`src/rtl/expr_seq_ctrl.sv`:
```
// expr_seq_ctrl: sequencing controller for an ASCII arithmetic-expression
// datapath. Accepts one character per handshake, validates the grammar
// "digit (op digit)* =", evaluates with '*' binding tighter than '+', and
// reports a W-bit result or an error through an output handshake.
// Optional build macro: EXPR_SEQ_OVF_EN adds out_ovf, a sticky overflow
// indication qualified by out_valid.
module expr_seq_ctrl #(
  parameter int unsigned W = 10
) (
  input  logic         clk,
  input  logic         rst_n,
  input  logic [7:0]   in_char,
  input  logic         in_valid,
  output logic         in_ready,
  output logic [W-1:0] out_result,
  output logic         out_err,
  output logic         out_valid,
  input  logic         out_ready
`ifdef EXPR_SEQ_OVF_EN
  ,
  output logic         out_ovf
`endif
);

  typedef enum logic [1:0] {
    EXP_NUM = 2'd0,
    EXP_OP  = 2'd1,
    HOLD    = 2'd2
  } state_t;

  localparam logic [W-1:0] ONE = W'(1);

  state_t       state_q;
  logic [W-1:0] sum_q;
  logic [W-1:0] term_q;
  logic [W-1:0] out_result_q;
  logic         out_err_q;
  logic         out_valid_q;
  logic         in_ready_q;

  logic         is_digit;
  logic         is_add;
  logic         is_mul;
  logic         is_eq;
  logic [3:0]   digit_val;
  logic [W-1:0] prod_w;
  logic [W-1:0] sum_w;
  logic         in_xfer;
  logic         out_xfer;

`ifdef EXPR_SEQ_OVF_EN
  logic           ovf_q;
  logic           out_ovf_q;
  logic [W+3:0]   prod_ext;
  logic [W:0]     sum_ext;
  logic           mul_ovf;
  logic           add_ovf;
`endif

  // Character classification and the truncated arithmetic for this cycle
  always_comb begin
    is_digit  = (in_char >= 8'h30) && (in_char <= 8'h39);
    is_add    = (in_char == 8'h2B);
    is_mul    = (in_char == 8'h2A);
    is_eq     = (in_char == 8'h3D);
    digit_val = in_char[3:0];
    prod_w    = term_q * W'(digit_val);
    sum_w     = sum_q + term_q;
    in_xfer   = in_valid && in_ready_q;
    out_xfer  = out_valid_q && out_ready;
  end

`ifdef EXPR_SEQ_OVF_EN
  // Full-width products/sums expose bits lost to truncation
  always_comb begin
    prod_ext = {4'b0000, term_q} * {{W{1'b0}}, digit_val};
    sum_ext  = {1'b0, sum_q} + {1'b0, term_q};
    mul_ovf  = |prod_ext[W+3:W];
    add_ovf  = sum_ext[W];
  end
`endif

  // Expression FSM with accumulators and registered handshake outputs
  always_ff @(posedge clk or negedge rst_n) begin
    if (!rst_n) begin
      state_q      <= EXP_NUM;
      sum_q        <= '0;
      term_q       <= ONE;
      out_result_q <= '0;
      out_err_q    <= 1'b0;
      out_valid_q  <= 1'b0;
      in_ready_q   <= 1'b1;
`ifdef EXPR_SEQ_OVF_EN
      ovf_q        <= 1'b0;
      out_ovf_q    <= 1'b0;
`endif
    end else begin
      case (state_q)
        EXP_NUM: begin
          if (in_xfer) begin
            if (is_digit) begin
              term_q  <= prod_w;
              state_q <= EXP_OP;
`ifdef EXPR_SEQ_OVF_EN
              ovf_q   <= ovf_q | mul_ovf;
`endif
            end else begin
              out_result_q <= '0;
              out_err_q    <= 1'b1;
              out_valid_q  <= 1'b1;
              in_ready_q   <= 1'b0;
              state_q      <= HOLD;
`ifdef EXPR_SEQ_OVF_EN
              out_ovf_q    <= 1'b0;
`endif
            end
          end
        end
        EXP_OP: begin
          if (in_xfer) begin
            if (is_mul) begin
              state_q <= EXP_NUM;
            end else if (is_add) begin
              sum_q   <= sum_w;
              term_q  <= ONE;
              state_q <= EXP_NUM;
`ifdef EXPR_SEQ_OVF_EN
              ovf_q   <= ovf_q | add_ovf;
`endif
            end else if (is_eq) begin
              out_result_q <= sum_w;
              out_err_q    <= 1'b0;
              out_valid_q  <= 1'b1;
              in_ready_q   <= 1'b0;
              state_q      <= HOLD;
`ifdef EXPR_SEQ_OVF_EN
              out_ovf_q    <= ovf_q | add_ovf;
`endif
            end else begin
              out_result_q <= '0;
              out_err_q    <= 1'b1;
              out_valid_q  <= 1'b1;
              in_ready_q   <= 1'b0;
              state_q      <= HOLD;
`ifdef EXPR_SEQ_OVF_EN
              out_ovf_q    <= 1'b0;
`endif
            end
          end
        end
        HOLD: begin
          if (out_xfer) begin
            sum_q       <= '0;
            term_q      <= ONE;
            out_valid_q <= 1'b0;
            in_ready_q  <= 1'b1;
            state_q     <= EXP_NUM;
`ifdef EXPR_SEQ_OVF_EN
            ovf_q       <= 1'b0;
            out_ovf_q   <= 1'b0;
`endif
          end
        end
        default: begin
          state_q     <= EXP_NUM;
          out_valid_q <= 1'b0;
          in_ready_q  <= 1'b1;
        end
      endcase
    end
  end

  assign in_ready   = in_ready_q;
  assign out_result = out_result_q;
  assign out_err    = out_err_q;
  assign out_valid  = out_valid_q;
`ifdef EXPR_SEQ_OVF_EN
  assign out_ovf    = out_ovf_q;
`endif

endmodule

```
`config.mk`:
```
export PLATFORM = sky130hd
export DESIGN_NAME = expr_seq_ctrl
export DESIGN_NICKNAME = d
export VERILOG_FILES = /design/src/rtl/expr_seq_ctrl.sv
export SDC_FILE = /design/constraint.sdc
export NUM_CORES = 1
export LEC_CHECK = 0
export CAP_MARGIN = 5
export CORE_MARGIN = 2
export CORE_UTILIZATION = 55
export CTS_CLUSTER_DIAMETER = 200
export DETAILED_ROUTE_END_ITERATION = 8
export PLACE_DENSITY = 0.79
export SYNTH_ARGS = -nofsm -noshare
export SYNTH_HDL_FRONTEND = slang
export SYNTH_SLANG_ARGS = --single-unit
```
`constraint.sdc`:
```
create_clock -name clk -period 5.8 [get_ports clk]
set_clock_uncertainty 0.1 [all_clocks]
set_input_delay 1.45 -clock clk [delete_from_list [all_inputs] [get_ports clk]]
set_output_delay 1.45 -clock clk [all_outputs]
set_load 0.01 [all_outputs]
```
* After elaboration in Yosys (flattened, before gate mapping)
Index checks and enable logic that the tools add are counted.
** Operators by class
- Add/sub/neg operators :: 1
- Multipliers :: 1
- Order comparisons :: 2
- Eq/ne operators :: 13
- Multiplexer cells :: 45
- Reductions and logical operators :: 12
** Operator list (count)
- 2-to-1 mux 10 bit :: 16
- case mux 10 bit (2 select lines) :: 2
- case mux 10 bit (3 select lines) :: 1
- == test 8 x 6 -> 1 bit (second input constant) :: 3
- 2-to-1 mux 1 bit :: 16
- != test 2 bit (second input constant) :: 8
- 2-to-1 mux 2 bit :: 6
- AND reduction 6 bit :: 2
- adder 10 bit :: 1
- multiplier 10 x 4 -> 10 bit :: 1
- greater-or-equal comparator 8 x 6 -> 1 bit (second input constant) :: 1
- <= comparator 8 x 6 -> 1 bit (second input constant) :: 1
- AND reduction 7 bit :: 1
- case mux 1 bit (3 select lines) :: 2
- case mux 2 bit (3 select lines) :: 1
- AND reduction 5 bit :: 1
- nonzero test 2 bit :: 2
- logical AND 1 bit :: 3
- AND reduction 3 bit :: 1
- nonzero test 3 bit :: 1
- == test 2 x 1 -> 1 bit (second input constant) :: 1
- == test 2 bit (second input constant) :: 1
- zero test 2 bit :: 1
- case mux 1 bit (2 select lines) :: 1
** Storage, ports and cells
- Flip-flop bits (word level) :: 35
- Input bits :: 12
- Output and inout bits :: 13
- Word-level logic and storage cells :: 81

* Depth between registers and ports, before layout
- Depth after elaboration :: 6
- Mapped depth :: 13
- Mapped depth without buffers :: 12

* Worst setup path before layout
No wires, ideal clock.
- Kind :: input -> register
- From :: input in_char[3]
- To :: register term_q[9]
- Setup time :: 0.121 ns
- Data arrival time :: 4.218 ns
- Data required time :: 5.579 ns
- Path slack :: 1.361 ns
- Stages on the path :: 12
- Buffers on the path :: 1
- Cells stage by stage :: clkbuf_1 -> nand2_1 -> fa_1 -> inv_1 -> fa_1 -> ha_1 -> a21o_1 -> a21oi_1 -> o21ai_1 -> o41ai_1 -> xnor2_1 -> a22o_1
** Between the ends
- Cells in the longest elaborated chain, start to end :: 4
- Elaborated cells between the ends (all ways) :: 13
- Classes of those cells :: mul (1); order compare (2); eq/ne (5); mux (3); reduce/logical (2)
** RTL lines
- from (decl) :: line 12 : input logic [7:0] in_char,
- multiplier 10 x 4 -> 10 bit, or another cell as far along :: line 67 : prod_w = term_q * W'(digit_val);
- 2-to-1 mux 10 bit / logical AND 1 bit (equally long branches) :: line 101, 62
- 2-to-1 mux 10 bit / != test 2 bit (equally long branches)
- case mux 10 bit (3 select lines) / AND reduction 7 bit (equally long branches)
- to (signal assigned) :: line 102 : term_q <= prod_w;
- to (decl) :: line 35 : logic [W-1:0] term_q;
Parallel ways exist; a longest one is shown, timed or not. The select of a mux whose other input is x is not followed.
A chain may end at the register's enable or synchronous reset.

* Worst setup path in the final report
- From :: input in_char[3]
- To :: register term_q[8]
Same word-level chain as after synthesis.

==> run metrics <==
status complete, no violations; crit path capture type register; sw power 0.311 mW; Final Max Tran Viols 0; Vias 2164; 1st-pass router iterations 4; initial core utilization 58.1%; dpl hpwl 4.38 mm; starting DRC count in detailed routing 105; Synth Register Bits 35; fmax 210 MHz; share of the core filled with cells 66.4%; critical path launch point type input pin; CTS tree built; mux cell area share after synthesis 0.764%; Seq pwr share 38.7%; pin count of the biggest net entering global routing 36; min Tclk post-route 4.77 ns; clock root buffer clkbuf_8; final hold violations 0; Die Wd 75.1 um; clock transition at the registers of the reported paths 0.08 ns; Cell Chain, Critical Path clkdlybuf4s50_1 > nand2_1 > fa_1 > inv_1 > fa_1 > fa_1 > a21o_1 > a21oi_1 > o21bai_1 > a21oi_1 > xnor2_1 > a22o_1; start of the worst register-to-register path term_q[0]; Post-Syn Area 0.00278 mm^2; crit-path max cell delay 0.66 ns; top cell type's share of synthesized area 29.7%; peak supply drop 238 uV; first-pass GRT wire length 9.71 mm; syn_nets 348; number of port buffers 24; worst setup path startpoint in_char[3]; Min-Delay Path Class reg2reg; Gate power share 37.9%; clock power share 23.4%; XOR/XNOR Fraction of Synth Area 5.67%; hold path startpoint out_result[9]; Synth Warn # 0; hold_buf cts 0; Post-Synth Simple-Gate Area 20.0%; combinational family with the most area after synthesis simple AND/OR/NAND/NOR gates; overflow left after global routing 0; WP data arrival 4.84 ns; Seq/Total Area, Yosys 31.6%; EDFF count, synth 0; vias in the first global route 2124; top post-synthesis cells by area dfrtp_1 (30%), fa_1 (10%), ha_1 (9.9%), nand2_1 (6.3%), xnor2_1 (4.4%); count of cell types in the netlist 50; FP Rows 25; antenna violations before repair 0; leading area contributor after synthesis dfrtp_1; post-route ant nets 0; Setup Buffers After CTS 0; Post-Layout Cell Count 390; setup TNS 0 ns; core box area 0.00479 mm^2; worst skew pair latency 0.29 ns; # fillers 405; # IOs 25; Synth Area in Adders 20.0%; CTS max path bufs 2; Die Y 75.1 um; placed insts 382; clk sinks 35; # diodes 0; Leak Pwr 1.46 nW; Async SR Flop Fraction 100%; max_cap viols 0; post-DR wirelength/cell 14.2 um; Post-route DRC 0; crit-path max FO 12; RSZ-0062 raised after global routing no; dpl cell area 0.00308 mm^2; H-tree levels 2; Internal Power 0.501 mW; Mapped Avg Cell Area 9.28 um^2; post-route cell area 0.00318 mm^2; Critical Path Most Common Cell fa_1; Area Overhead vs Synth 14.1%; RD Place Congestion 0.816; Slew headroom 49.8%; predominant post-synthesis flop cell dfrtp_1; critical path required time 5.87 ns; TritonCTS Buffers 5; critical setup path kind in2reg; nets 370; DR vias/cell 5.55; Worst Tran Pin Value 0.751 ns; Die ar. 0.00564 mm^2; CP max stage cell clkdlybuf4s50_1; Synth Area in Compound Gates 17.8%; Pwr Density 256 mW/mm^2; Syn Inst Count 300; Final setup viols 0; switching share of power 38.3%; ratio of cells with drive above 1 in the final layout 6.50%; fin crit share 82.3%; post-cts sizing count 0; total power 0.813 mW; Tot GR Track Use 22.8%; Total Wirelength 5.55 mm
-- final timing paths --
check	endpoint	depth (start not counted)	slack (ns)
worst max register to register	term_q[8]	11	2.30
min in group asynchronous	out_result[4]	2	1.47
worst min-delay path	out_result[9]	2	0.38
max in group asynchronous	term_q[0]	2	3.79
worst min register to register	out_result[9]	2	0.38
worst max-delay path	term_q[8]	12	1.03
-- worst max-delay path: cells and delay by family --
kind                     cells  cell delay (ns)
XOR/XNOR                     1             0.10
adder cells (fa/ha/maj)      3             1.54
AO/OA/AOI/OAI                5             0.91
AND/OR/NAND/NOR              1             0.13
buffers and inverters        2             0.71
-- state kept, by name, indices dropped and copies added, names as in the netlist --
name	flops
out_err	1
term_q	10
out_result	10
sum_q	10
state_q	2
out_valid	1
in_ready	1
-- through the flow --
step | hold WS [ns] | worst slack, ns
2_1_floorplan | 0.355 | 1.36
3_3_place_gp | 0.359 | 0.797
3_5_place_dp | 0.369 | 0.712
4_1_cts | 0.385 | 1.02
5_1_grt | 0.407 | 0.773
6_report | 0.379 | 1.03
-- synthesized netlist by cell type (2+ instances only) --
| master | count |
|---|---|
| xor2_1 | 4 |
| a21o_1 | 4 |
| o21ai_0 | 9 |
| fa_1 | 14 |
| a22o_1 | 11 |
| o31ai_1 | 14 |
| nand4_1 | 3 |
| xnor2_1 | 14 |
| nand3_1 | 2 |
| nor2b_1 | 2 |
| o21ai_1 | 4 |
| nand2b_1 | 6 |
| inv_1 | 22 |
| a21oi_2 | 2 |
| and2_1 | 19 |
| a21oi_1 | 11 |
| clkbuf_1 | 10 |
| dfstp_2 | 2 |
| o41ai_1 | 2 |
| dfrtp_1 | 33 |
| nor2_1 | 14 |
| nor3_1 | 3 |
| nand2_1 | 47 |
| ha_1 | 22 |
-- power groups by stage --
stage	Sequential, mW	Clock (mW)	Combinational (mW)
5_1_grt	0.319	0.204	0.344
3_3_place_gp	0.317	0	0.299
3_5_place_dp	0.319	0	0.309
4_1_cts	0.315	0.193	0.310
6_report	0.314	0.190	0.308
2_1_floorplan	0.312	0	0.235
-- layout by cell type, fill, tap and decap left out, types with 2 or more instances in the layout --
cell type | Yosys | layout
nand4_1 | 3 | 3
o21ai_1 | 4 | 4
xnor2_1 | 14 | 14
ha_1 | 22 | 22
clkdlybuf4s50_1 | 0 | 24
a22o_1 | 11 | 11
fa_1 | 14 | 14
nand2b_1 | 6 | 6
a21oi_1 | 11 | 11
inv_1 | 22 | 22
o31ai_1 | 14 | 14
a21oi_2 | 2 | 2
nor3_1 | 3 | 3
a21o_1 | 4 | 4
o21ai_0 | 9 | 9
dfrtp_1 | 33 | 33
nand2_1 | 47 | 47
clkbuf_8 | 0 | 6
and2_1 | 19 | 19
nand3_1 | 2 | 2
nor2_1 | 14 | 14
dfstp_2 | 2 | 2
nor2b_1 | 2 | 2
o41ai_1 | 2 | 2
xor2_1 | 4 | 4
-- layer usage --
layer | GRT usage (%) | vias up | wire length, um
li1 | - | 1069 | -
met1 | 29.4 | 1056 | 2570
met2 | 39.5 | 31 | 2770
met3 | 4.15 | 8 | 136
met4 | 5.85 | 0 | 77
met5 | 0 | - | 0
-- cells by family (layout without fill, tap and decap cells) --
kind of cell | count (synthesis) | after routing
adder cells (fa/ha/maj) | 36 | 36
AND/OR/NAND/NOR | 108 | 108
buffers and inverters | 32 | 55
XOR/XNOR | 18 | 18
multiplexers | 2 | 2
AO/OA/AOI/OAI | 69 | 69
flip-flops | 35 | 35
-- cell type report --
class | count | area, um^2 | share of cell area [%]
clock buffer | 6 | 82.6 | 2.60
timing repair buffer | 25 | 248 | 7.80
clock inverter | 2 | 16.3 | 0.512
tap | 67 | 83.8 | 2.64
sequential | 35 | 878 | 27.7
multi-input combinational | 233 | 1780 | 56.2
inverter | 22 | 82.6 | 2.60
(Power assumes the default switching activity.)
